[src/rtl/regfile_port_ctrl_pkg.sv]
// Shared types and default sizes for the register-file port controller.
package regfile_ctrl_pkg;

    localparam int RF_NREGS = 32;
    localparam int RF_XLEN  = 32;
    localparam int RF_AW    = 5;

    typedef enum logic [1:0] {
        INIT,
        IDLE,
        DBG_ACC,
        RSP
    } state_t;

    typedef struct packed {
        logic               write;
        logic [RF_AW-1:0]   addr;
        logic [RF_XLEN-1:0] wdata;
    } dbg_req_t;

endpackage

[src/rtl/regfile_port_ctrl_if.sv]
// Debug request/response channel into the register-file port controller.
interface regfile_port_ctrl_if #(
    parameter int AW   = 5,
    parameter int XLEN = 32
) ();

    logic            dbg_req_valid;
    logic            dbg_req_ready;
    logic            dbg_req_write;
    logic [AW-1:0]   dbg_req_addr;
    logic [XLEN-1:0] dbg_req_wdata;
    logic            dbg_rsp_valid;
    logic            dbg_rsp_ready;
    logic [XLEN-1:0] dbg_rsp_rdata;

    modport master (
        output dbg_req_valid, dbg_req_write, dbg_req_addr, dbg_req_wdata, dbg_rsp_ready,
        input  dbg_req_ready, dbg_rsp_valid, dbg_rsp_rdata
    );

    modport slave (
        input  dbg_req_valid, dbg_req_write, dbg_req_addr, dbg_req_wdata, dbg_rsp_ready,
        output dbg_req_ready, dbg_rsp_valid, dbg_rsp_rdata
    );

endinterface

[src/rtl/regfile_port_ctrl.sv]
// Owns the register file write port: clears the file after reset, then arbitrates
// between core writeback and single-cycle debug accesses that stall the core.
module regfile_port_ctrl
    import regfile_ctrl_pkg::*;
#(
    parameter int NREGS = RF_NREGS,
    parameter int XLEN  = RF_XLEN,
    parameter int AW    = RF_AW
) (
    input  logic            clk,
    input  logic            rst,
    input  logic            core_we,
    input  logic [AW-1:0]   core_rd,
    input  logic [XLEN-1:0] core_wdata,
    input  logic [AW-1:0]   core_rs2,
    output logic            core_stall,
    output logic            init_done,
    regfile_port_ctrl_if.slave dbg,
    output logic            rf_we,
    output logic [AW-1:0]   rf_waddr,
    output logic [XLEN-1:0] rf_wdata,
    output logic [AW-1:0]   rf_rs2,
    input  logic [XLEN-1:0] rf_rdata2
);

    state_t          state_q;
    state_t          state_d;
    logic [AW-1:0]   cnt_q;
    logic [XLEN-1:0] rdata_q;
    dbg_req_t        req_q;
    logic            core_wr;
    logic            req_fire;

    assign core_wr  = core_we && (core_rd != '0);
    assign req_fire = dbg.dbg_req_valid && dbg.dbg_req_ready;

    // Clear counter, FSM state and response register share one reset domain
    always_ff @(posedge clk or negedge rst) begin
        if (!rst) begin
            state_q <= INIT;
            cnt_q   <= '0;
            rdata_q <= '0;
        end else begin
            state_q <= state_d;
            if (state_q == INIT && cnt_q != AW'(NREGS - 1)) begin
                cnt_q <= cnt_q + AW'(1);
            end
            if (state_q == DBG_ACC) begin
                rdata_q <= (req_q.write || req_q.addr == '0) ? '0 : rf_rdata2;
            end
        end
    end

    // Request payload is pure data and only meaningful once accepted
    always_ff @(posedge clk) begin
        if (req_fire) begin
            req_q.write <= dbg.dbg_req_write;
            req_q.addr  <= dbg.dbg_req_addr;
            req_q.wdata <= dbg.dbg_req_wdata;
        end
    end

    always_comb begin
        state_d           = state_q;
        rf_we             = 1'b0;
        rf_waddr          = core_rd;
        rf_wdata          = core_wdata;
        rf_rs2            = core_rs2;
        core_stall        = 1'b1;
        init_done         = 1'b1;
        dbg.dbg_req_ready = 1'b0;
        dbg.dbg_rsp_valid = 1'b0;
        unique case (state_q)
            INIT: begin
                init_done = 1'b0;
                rf_we     = rst;
                rf_waddr  = cnt_q;
                rf_wdata  = '0;
                if (cnt_q == AW'(NREGS - 1)) begin
                    state_d = IDLE;
                end
            end
            IDLE: begin
                rf_we             = core_wr;
                core_stall        = 1'b0;
                dbg.dbg_req_ready = 1'b1;
                if (req_fire) begin
                    state_d = DBG_ACC;
                end
            end
            DBG_ACC: begin
                // Core is frozen this cycle, so the debug access owns both ports
                rf_we    = req_q.write && (req_q.addr != '0);
                rf_waddr = req_q.addr;
                rf_wdata = req_q.wdata;
                rf_rs2   = req_q.addr;
                state_d  = RSP;
            end
            RSP: begin
                rf_we             = core_wr;
                core_stall        = 1'b0;
                dbg.dbg_rsp_valid = 1'b1;
                if (dbg.dbg_rsp_ready) begin
                    state_d = IDLE;
                end
            end
            default: state_d = INIT;
        endcase
    end

    assign dbg.dbg_rsp_rdata = rdata_q;

endmodule

[src/flat_wrapper.sv]
// flat-port wrapper written by rule: the top's interface ports become plain ports
module regfile_port_ctrl_flat import regfile_ctrl_pkg::*;
#(
    parameter int NREGS = RF_NREGS,
    parameter int XLEN  = RF_XLEN,
    parameter int AW    = RF_AW
)
  (clk, rst, core_we, core_rd, core_wdata, core_rs2, core_stall, init_done, rf_we, rf_waddr, rf_wdata, rf_rs2, rf_rdata2, dbg_dbg_req_valid, dbg_dbg_req_write, dbg_dbg_req_addr, dbg_dbg_req_wdata, dbg_dbg_rsp_ready, dbg_dbg_req_ready, dbg_dbg_rsp_valid, dbg_dbg_rsp_rdata);
  regfile_port_ctrl_if #(.AW(AW), .XLEN(XLEN)) dbg_i ();
  input  logic clk;
  input  logic rst;
  input  logic core_we;
  input  logic [AW-1:0] core_rd;
  input  logic [XLEN-1:0] core_wdata;
  input  logic [AW-1:0] core_rs2;
  output logic core_stall;
  output logic init_done;
  output logic rf_we;
  output logic [AW-1:0] rf_waddr;
  output logic [XLEN-1:0] rf_wdata;
  output logic [AW-1:0] rf_rs2;
  input  logic [XLEN-1:0] rf_rdata2;
  input wire logic [$bits(dbg_i.dbg_req_valid)-1:0] dbg_dbg_req_valid;
  input wire logic [$bits(dbg_i.dbg_req_write)-1:0] dbg_dbg_req_write;
  input wire logic [$bits(dbg_i.dbg_req_addr)-1:0] dbg_dbg_req_addr;
  input wire logic [$bits(dbg_i.dbg_req_wdata)-1:0] dbg_dbg_req_wdata;
  input wire logic [$bits(dbg_i.dbg_rsp_ready)-1:0] dbg_dbg_rsp_ready;
  output wire logic [$bits(dbg_i.dbg_req_ready)-1:0] dbg_dbg_req_ready;
  output wire logic [$bits(dbg_i.dbg_rsp_valid)-1:0] dbg_dbg_rsp_valid;
  output wire logic [$bits(dbg_i.dbg_rsp_rdata)-1:0] dbg_dbg_rsp_rdata;
  assign dbg_i.dbg_req_valid = dbg_dbg_req_valid;
  assign dbg_i.dbg_req_write = dbg_dbg_req_write;
  assign dbg_i.dbg_req_addr = dbg_dbg_req_addr;
  assign dbg_i.dbg_req_wdata = dbg_dbg_req_wdata;
  assign dbg_i.dbg_rsp_ready = dbg_dbg_rsp_ready;
  assign dbg_dbg_req_ready = dbg_i.dbg_req_ready;
  assign dbg_dbg_rsp_valid = dbg_i.dbg_rsp_valid;
  assign dbg_dbg_rsp_rdata = dbg_i.dbg_rsp_rdata;
  regfile_port_ctrl #(.NREGS(NREGS), .XLEN(XLEN), .AW(AW)) u_core (.clk(clk), .rst(rst), .core_we(core_we), .core_rd(core_rd), .core_wdata(core_wdata), .core_rs2(core_rs2), .core_stall(core_stall), .init_done(init_done), .dbg(dbg_i), .rf_we(rf_we), .rf_waddr(rf_waddr), .rf_wdata(rf_wdata), .rf_rs2(rf_rs2), .rf_rdata2(rf_rdata2));
endmodule
[config.mk]
export PLATFORM = sky130hd
export DESIGN_NAME = regfile_port_ctrl_flat
export DESIGN_NICKNAME = d
export VERILOG_FILES = /design/src/rtl/regfile_port_ctrl_pkg.sv /design/src/rtl/regfile_port_ctrl_if.sv /design/src/rtl/regfile_port_ctrl.sv /design/src/flat_wrapper.sv
export SDC_FILE = /design/constraint.sdc
export NUM_CORES = 1
export LEC_CHECK = 0
export ABC_CLOCK_PERIOD_IN_PS = 4100
export CAP_MARGIN = 20
export CORE_ASPECT_RATIO = 1.1
export CORE_MARGIN = 2
export CORE_UTILIZATION = 41
export CTS_CLUSTER_SIZE = 16
export DETAILED_ROUTE_END_ITERATION = 8
export PLACE_DENSITY = 0.91
export REMOVE_ABC_BUFFERS = 1
export SLEW_MARGIN = 20
export SYNTH_ARGS = -nofsm -noshare
export SYNTH_HDL_FRONTEND = slang
export SYNTH_SLANG_ARGS = --single-unit
[constraint.sdc]
create_clock -name clk -period 4.1 [get_ports clk]
set_input_delay 0.82 -clock clk [delete_from_list [all_inputs] [get_ports clk]]
set_output_delay 0.82 -clock clk [all_outputs]
set_load 0.02 [all_outputs]
Word-level counts from Yosys, hierarchy flattened
Cells that the tools add are included.
{"block": "totals", "regBits": 77, "out_inout_bits": 79, "wordCells": 39}
{"block": "op_classes", "addsub": 1, "eq_ne": 8, "muxes": 13, "n_reduce_logical": 11}
{"cell": "$pmux W32 S2", "count": 1}
{"cell": "$mux W32", "count": 1}
{"cell": "$pmux W5 S2", "count": 1}
{"cell": "$reduce_bool A5 Y1", "count": 2}
{"cell": "$pmux W2 S4", "count": 1}
{"cell": "$mux W2", "count": 3}
{"cell": "$add A5 B1 Y5 const B", "count": 1}
{"cell": "$eq A5 B5 Y1 const B", "count": 1}
{"cell": "$logic_not A5 Y1", "count": 1}
{"cell": "$mux W5", "count": 1}
{"cell": "$ne A5 B5 Y1 const B", "count": 1}
{"cell": "$eq A2 B2 Y1 const B", "count": 2}
{"cell": "$logic_and A1 B1 Y1", "count": 4}
{"cell": "$mux W1", "count": 4}
{"cell": "$ne A2 B2 Y1 const B", "count": 2}
{"cell": "$pmux W1 S3", "count": 1}
{"cell": "$reduce_and A3 Y1", "count": 1}
{"cell": "$eq A2 B1 Y1 const B", "count": 1}
{"cell": "$logic_not A2 Y1", "count": 1}
{"cell": "$ne A2 B1 Y1 const B", "count": 1}
{"cell": "$reduce_or A2 Y1", "count": 1}
{"cell": "$logic_or A1 B1 Y1", "count": 1}

Longest topological paths before layout
{"block": "depth", "ltp_word": 5, "mapped_depth": 7, "ltp_nobuf": 6}

Least setup slack after synthesis
Ideal clock, no wire load.
{"block": "synth_path", "path_kind": "reg-to-output", "start": "register u_core.state_q[0]", "end": "output rf_wdata[10]", "arrival_time_ps": 1578, "setup_slack_ps": 1702, "stages_incl_launch_ff": 8, "path_buffers": 2, "path_cell_list": "dfrtp_1 > inv_1 > ha_1 > buf_4 > inv_2 > buf_2 > nand2_1 > o21ai_0"}
{"block": "synth_via", "elab_chain_len": 2}
{"element": "from (decl)", "line": "regfile_port_ctrl.sv:26", "source": "state_t state_q;"}
{"element": "from (signal assigned)", "line": "regfile_port_ctrl.sv:44", "source": "state_q <= state_d;"}
{"element": "$eq A2 B2 Y1 / $logic_not A2 Y1 (equally long branches)", "line": "regfile_port_ctrl.sv:73", "source": "unique case (state_q)"}
{"element": "$pmux W32 S2 *", "line": "regfile_port_ctrl.sv:73"}
{"element": "to (decl)", "line": "flat_wrapper.sv:20", "source": "output logic [XLEN-1:0] rf_wdata;"}
Every way passes the cells marked *; elsewhere a longest branch is shown, timed or not.

Final worst setup path
Ends and elaborated chain as after synthesis.

==> impl_metrics.py <==
metrics = {
    "layout": {
        "syn2layout_area_growth_pct": 66.9,
        "nets": 573,
        "diodes": 0,
        "final_layout_size_suffix_gt1_share_pct": 7.49,
    },
    "global_route": {
        "grt_max_degree": 53,
        "overflow": 0,
        "grt_pass1_wl_um": 16000,
        "antenna_found_initial": 0,
        "grtUsageTotal_pct": 22.7,
        "grt_pass1_vias": 3162,
    },
    "clocking": {
        "numCtsBuffers": 9,
        "clockBufferDepth": 2,
        "cts_tree": "built",
        "postCtsHoldBufs": 0,
        "cts_resized": 0,
        "cts_setup_buffers": 0,
        "cts_sinks": 77,
        "clk_latency_ns": 0.34,
        "htreeDepth": 3,
        "cts.clk_slew.worst_paths_ns": 0.08,
        "root_buffer": "clkbuf_8",
    },
    "drt": {
        "dr.pass1.iters": 4,
        "wl_per_cell_um": 18.2,
        "routed_wl_um": 10200,
        "drt_iter0_drc": 156,
        "ant_nets": 0,
        "viasPerCell": 5.25,
        "vias": 2950,
        "drcViolationCount": 0,
    },
    "sta": {
        "rsz0062_at_grt": "false",
        "maxSlewViolCount": 0,
        "fin_setup_tns_ns": 0,
        "fmax_ghz": 0.272,
        "period_minus_slack_ns": 3.68,
        "setup_violations": 0,
        "fin_crit_sh_pct": 89.7,
        "relSlewSlack_pct": 39.8,
        "hold_viol_final": 0,
        "worst_pin_slew_ns": 0.902,
        "fin_skew_ns": 0.0142,
    },
    "pwr": {
        "vdd_drop_max_uv": 394,
        "power.switching_mw": 1.47,
        "p_seq_share_pct": 31.2,
        "leakage_nw": 2.20,
        "p_per_area_nw_per_um2": 696,
        "swShare_pct": 38.0,
        "clkPwrFrac_pct": 16.4,
        "intPower_mw": 2.41,
        "total_power_mw": 3.88,
        "pwr-share-comb_pct": 52.4,
    },
    "die": {
        "rows": 34,
        "num_io_pins": 196,
        "die_area_um2": 8890,
        "core_area_um2": 7910,
        "dieWidth_um": 90.1,
        "initial_utilization_pct": 42.3,
        "die_h_um": 98.7,
    },
    "min_path": {
        "hold_path.class": "reg2reg",
        "min_path_cells": 1,
    },
    "setup_path": {
        "slowest_delay_ns": 0.70,
        "reg2reg_depth": 5,
        "worstPathCellList": "inv_1, ha_2, inv_2, nand2_1, o21ai_0, clkdlybuf4s50_1",
        "end_kind": "primary output",
        "required_ns": 3.28,
        "cp-start-kind": "register",
        "critPathKind": "reg2out",
        "crit_fanout": 52,
        "worstPathArrival_ns": 2.86,
        "cp_slowest_cell": "inv_2",
    },
    "synthesis": {
        "netlist_instances": 260,
        "synth_area_leader_cell": "edfxtp_1",
        "synth.ff_latch_count": 77,
        "seq_area_frac_synth_pct": 63.3,
        "ys_types": 33,
        "postSynthAreaPerCell_um2": 12.9,
        "syn_area_um2": 3340,
        "yosys-top-cells-area": "edfxtp_1 (34%), dfrtp_1 (29%), a32o_1 (9.6%)",
        "yosysWarnings": 0,
        "synth_top_area_share_pct": 34.1,
    },
    "place": {
        "post-dp-hpwl_um": 7510,
        "gp_congestion": 0.773,
        "numPortBuffers": 195,
    },
    "outcome": {
        "status": "finished clean",
    },
    "flow_run": {
        "maxCapViolCount": 0,
    },
}
-- final timing paths --
check	startpoint	end	slack (ns)
max reg2reg	u_core.state_q[0]$_DFFE_PN0P_	u_core.dbg.dbg_rsp_rdata[30]$_DFFE_PN0P_	1.56
min reg2reg	u_core.dbg.dbg_rsp_rdata[25]$_DFFE_PN0P_	u_core.dbg.dbg_rsp_rdata[25]$_DFFE_PN0P_	0.49
max in group asynchronous	rst	u_core.dbg.dbg_rsp_rdata[25]$_DFFE_PN0P_	3.15
min in group asynchronous	rst	u_core.dbg.dbg_rsp_rdata[15]$_DFFE_PN0P_	0.59
min	u_core.dbg.dbg_rsp_rdata[25]$_DFFE_PN0P_	u_core.dbg.dbg_rsp_rdata[25]$_DFFE_PN0P_	0.49
max	u_core.state_q[0]$_DFFE_PN0P_	rf_wdata[10]	0.42
-- power by group through the flow --
stage                     clock network, mW  registers [mW]  logic (mW)
after floorplan                           0            1.37       0.877
after global placement                    0            1.21        1.98
after detailed placement                  0            1.22        2.04
after CTS                             0.651            1.21        2.05
after global routing                  0.682            1.24        2.15
final                                 0.638            1.21        2.03
-- synth_stat cells (all sizes together) --
cell type  number
o21ai          19
and3            1
nor2b           2
a2bb2oi         1
a22oi           5
nand2          51
clkbuf          8
o32ai           1
edfxtp         38
a211o           1
o2bb2ai         1
nand4           1
a22o           13
nor4            1
and2            1
nand2b          1
buf            13
xnor2           2
dfrtp          39
a211oi          1
mux2            8
inv             5
nor2            5
ha              7
a32o           32
nor3            2
xor2            1
-- logic make-up after synthesis --
| kind of cell | synth area share (%) |
|---|---|
| fa+ha+maj | 2.62 |
| simple gates | 8.27 |
| buf+inv | 3.93 |
| xor+xnor | 0.786 |
| flops | 63.3 |
| mux | 2.69 |
| compound gates | 18.4 |
-- layer usage --
layer	part of all wire, %	vias up	GRT usage, %
li1	-	1362	-
met1	38	1422	26.6
met2	51	147	39.6
met3	8.9	19	6.88
met4	2.1	0	8.40
met5	0	-	0
-- stage by stage --
step	std cells	utilization [%]	hold slack, ns	instance area [µm²]	setup WS, ns
2_1_floorplan	239	-	0.460	3230	0.953
3_3_place_gp	546	67.6	0.472	5350	0.893
3_5_place_dp	546	67.6	0.479	5350	0.722
4_1_cts	562	70.5	0.498	5580	0.347
5_1_grt	562	70.5	0.513	5580	0.170
6_report	562	70.5	0.494	5580	0.423
-- flip-flops by register name (all words and copies together), names as in the netlist --
name / count
u_core.cnt_q: 5
u_core.dbg.dbg_rsp_rdata: 32
u_core.req_q: 38
u_core.state_q: 2
-- cells in the final DEF, fill, tap and decap left out, types with 2 or more instances in the layout --
cell,n
a22o_1,13
a22oi_1,5
nor2_1,3
xnor2_1,2
buf_4,4
dfrtp_1,39
nor3_1,2
clkbuf_8,9
mux2_2,7
clkbuf_16,2
a32o_1,32
inv_1,4
edfxtp_1,38
nand2_1,51
o21ai_0,19
clkdlybuf4s50_1,194
ha_1,6
-- worst max-delay path: cells and delay by family, from the launching register on --
kind	cells	cell delay (ns)
AOI/OAI and AO/OA	1	0.22
and+or+nand+nor	1	0.11
DFF	1	0.38
buffers and inverters	3	1.44
adders and majority gates	1	0.33
-- layout make-up --
type	instances	area, µm²
Tap cell	108	135
Timing Repair Buffer	199	1980
Inverter	5	18.8
Clock inverter	4	50.0
Sequential cell	77	2120
Multi-Input combinational cell	157	1100
Clock buffer	12	178
Fill cell	580	2330
(Power assumes the default switching activity.)
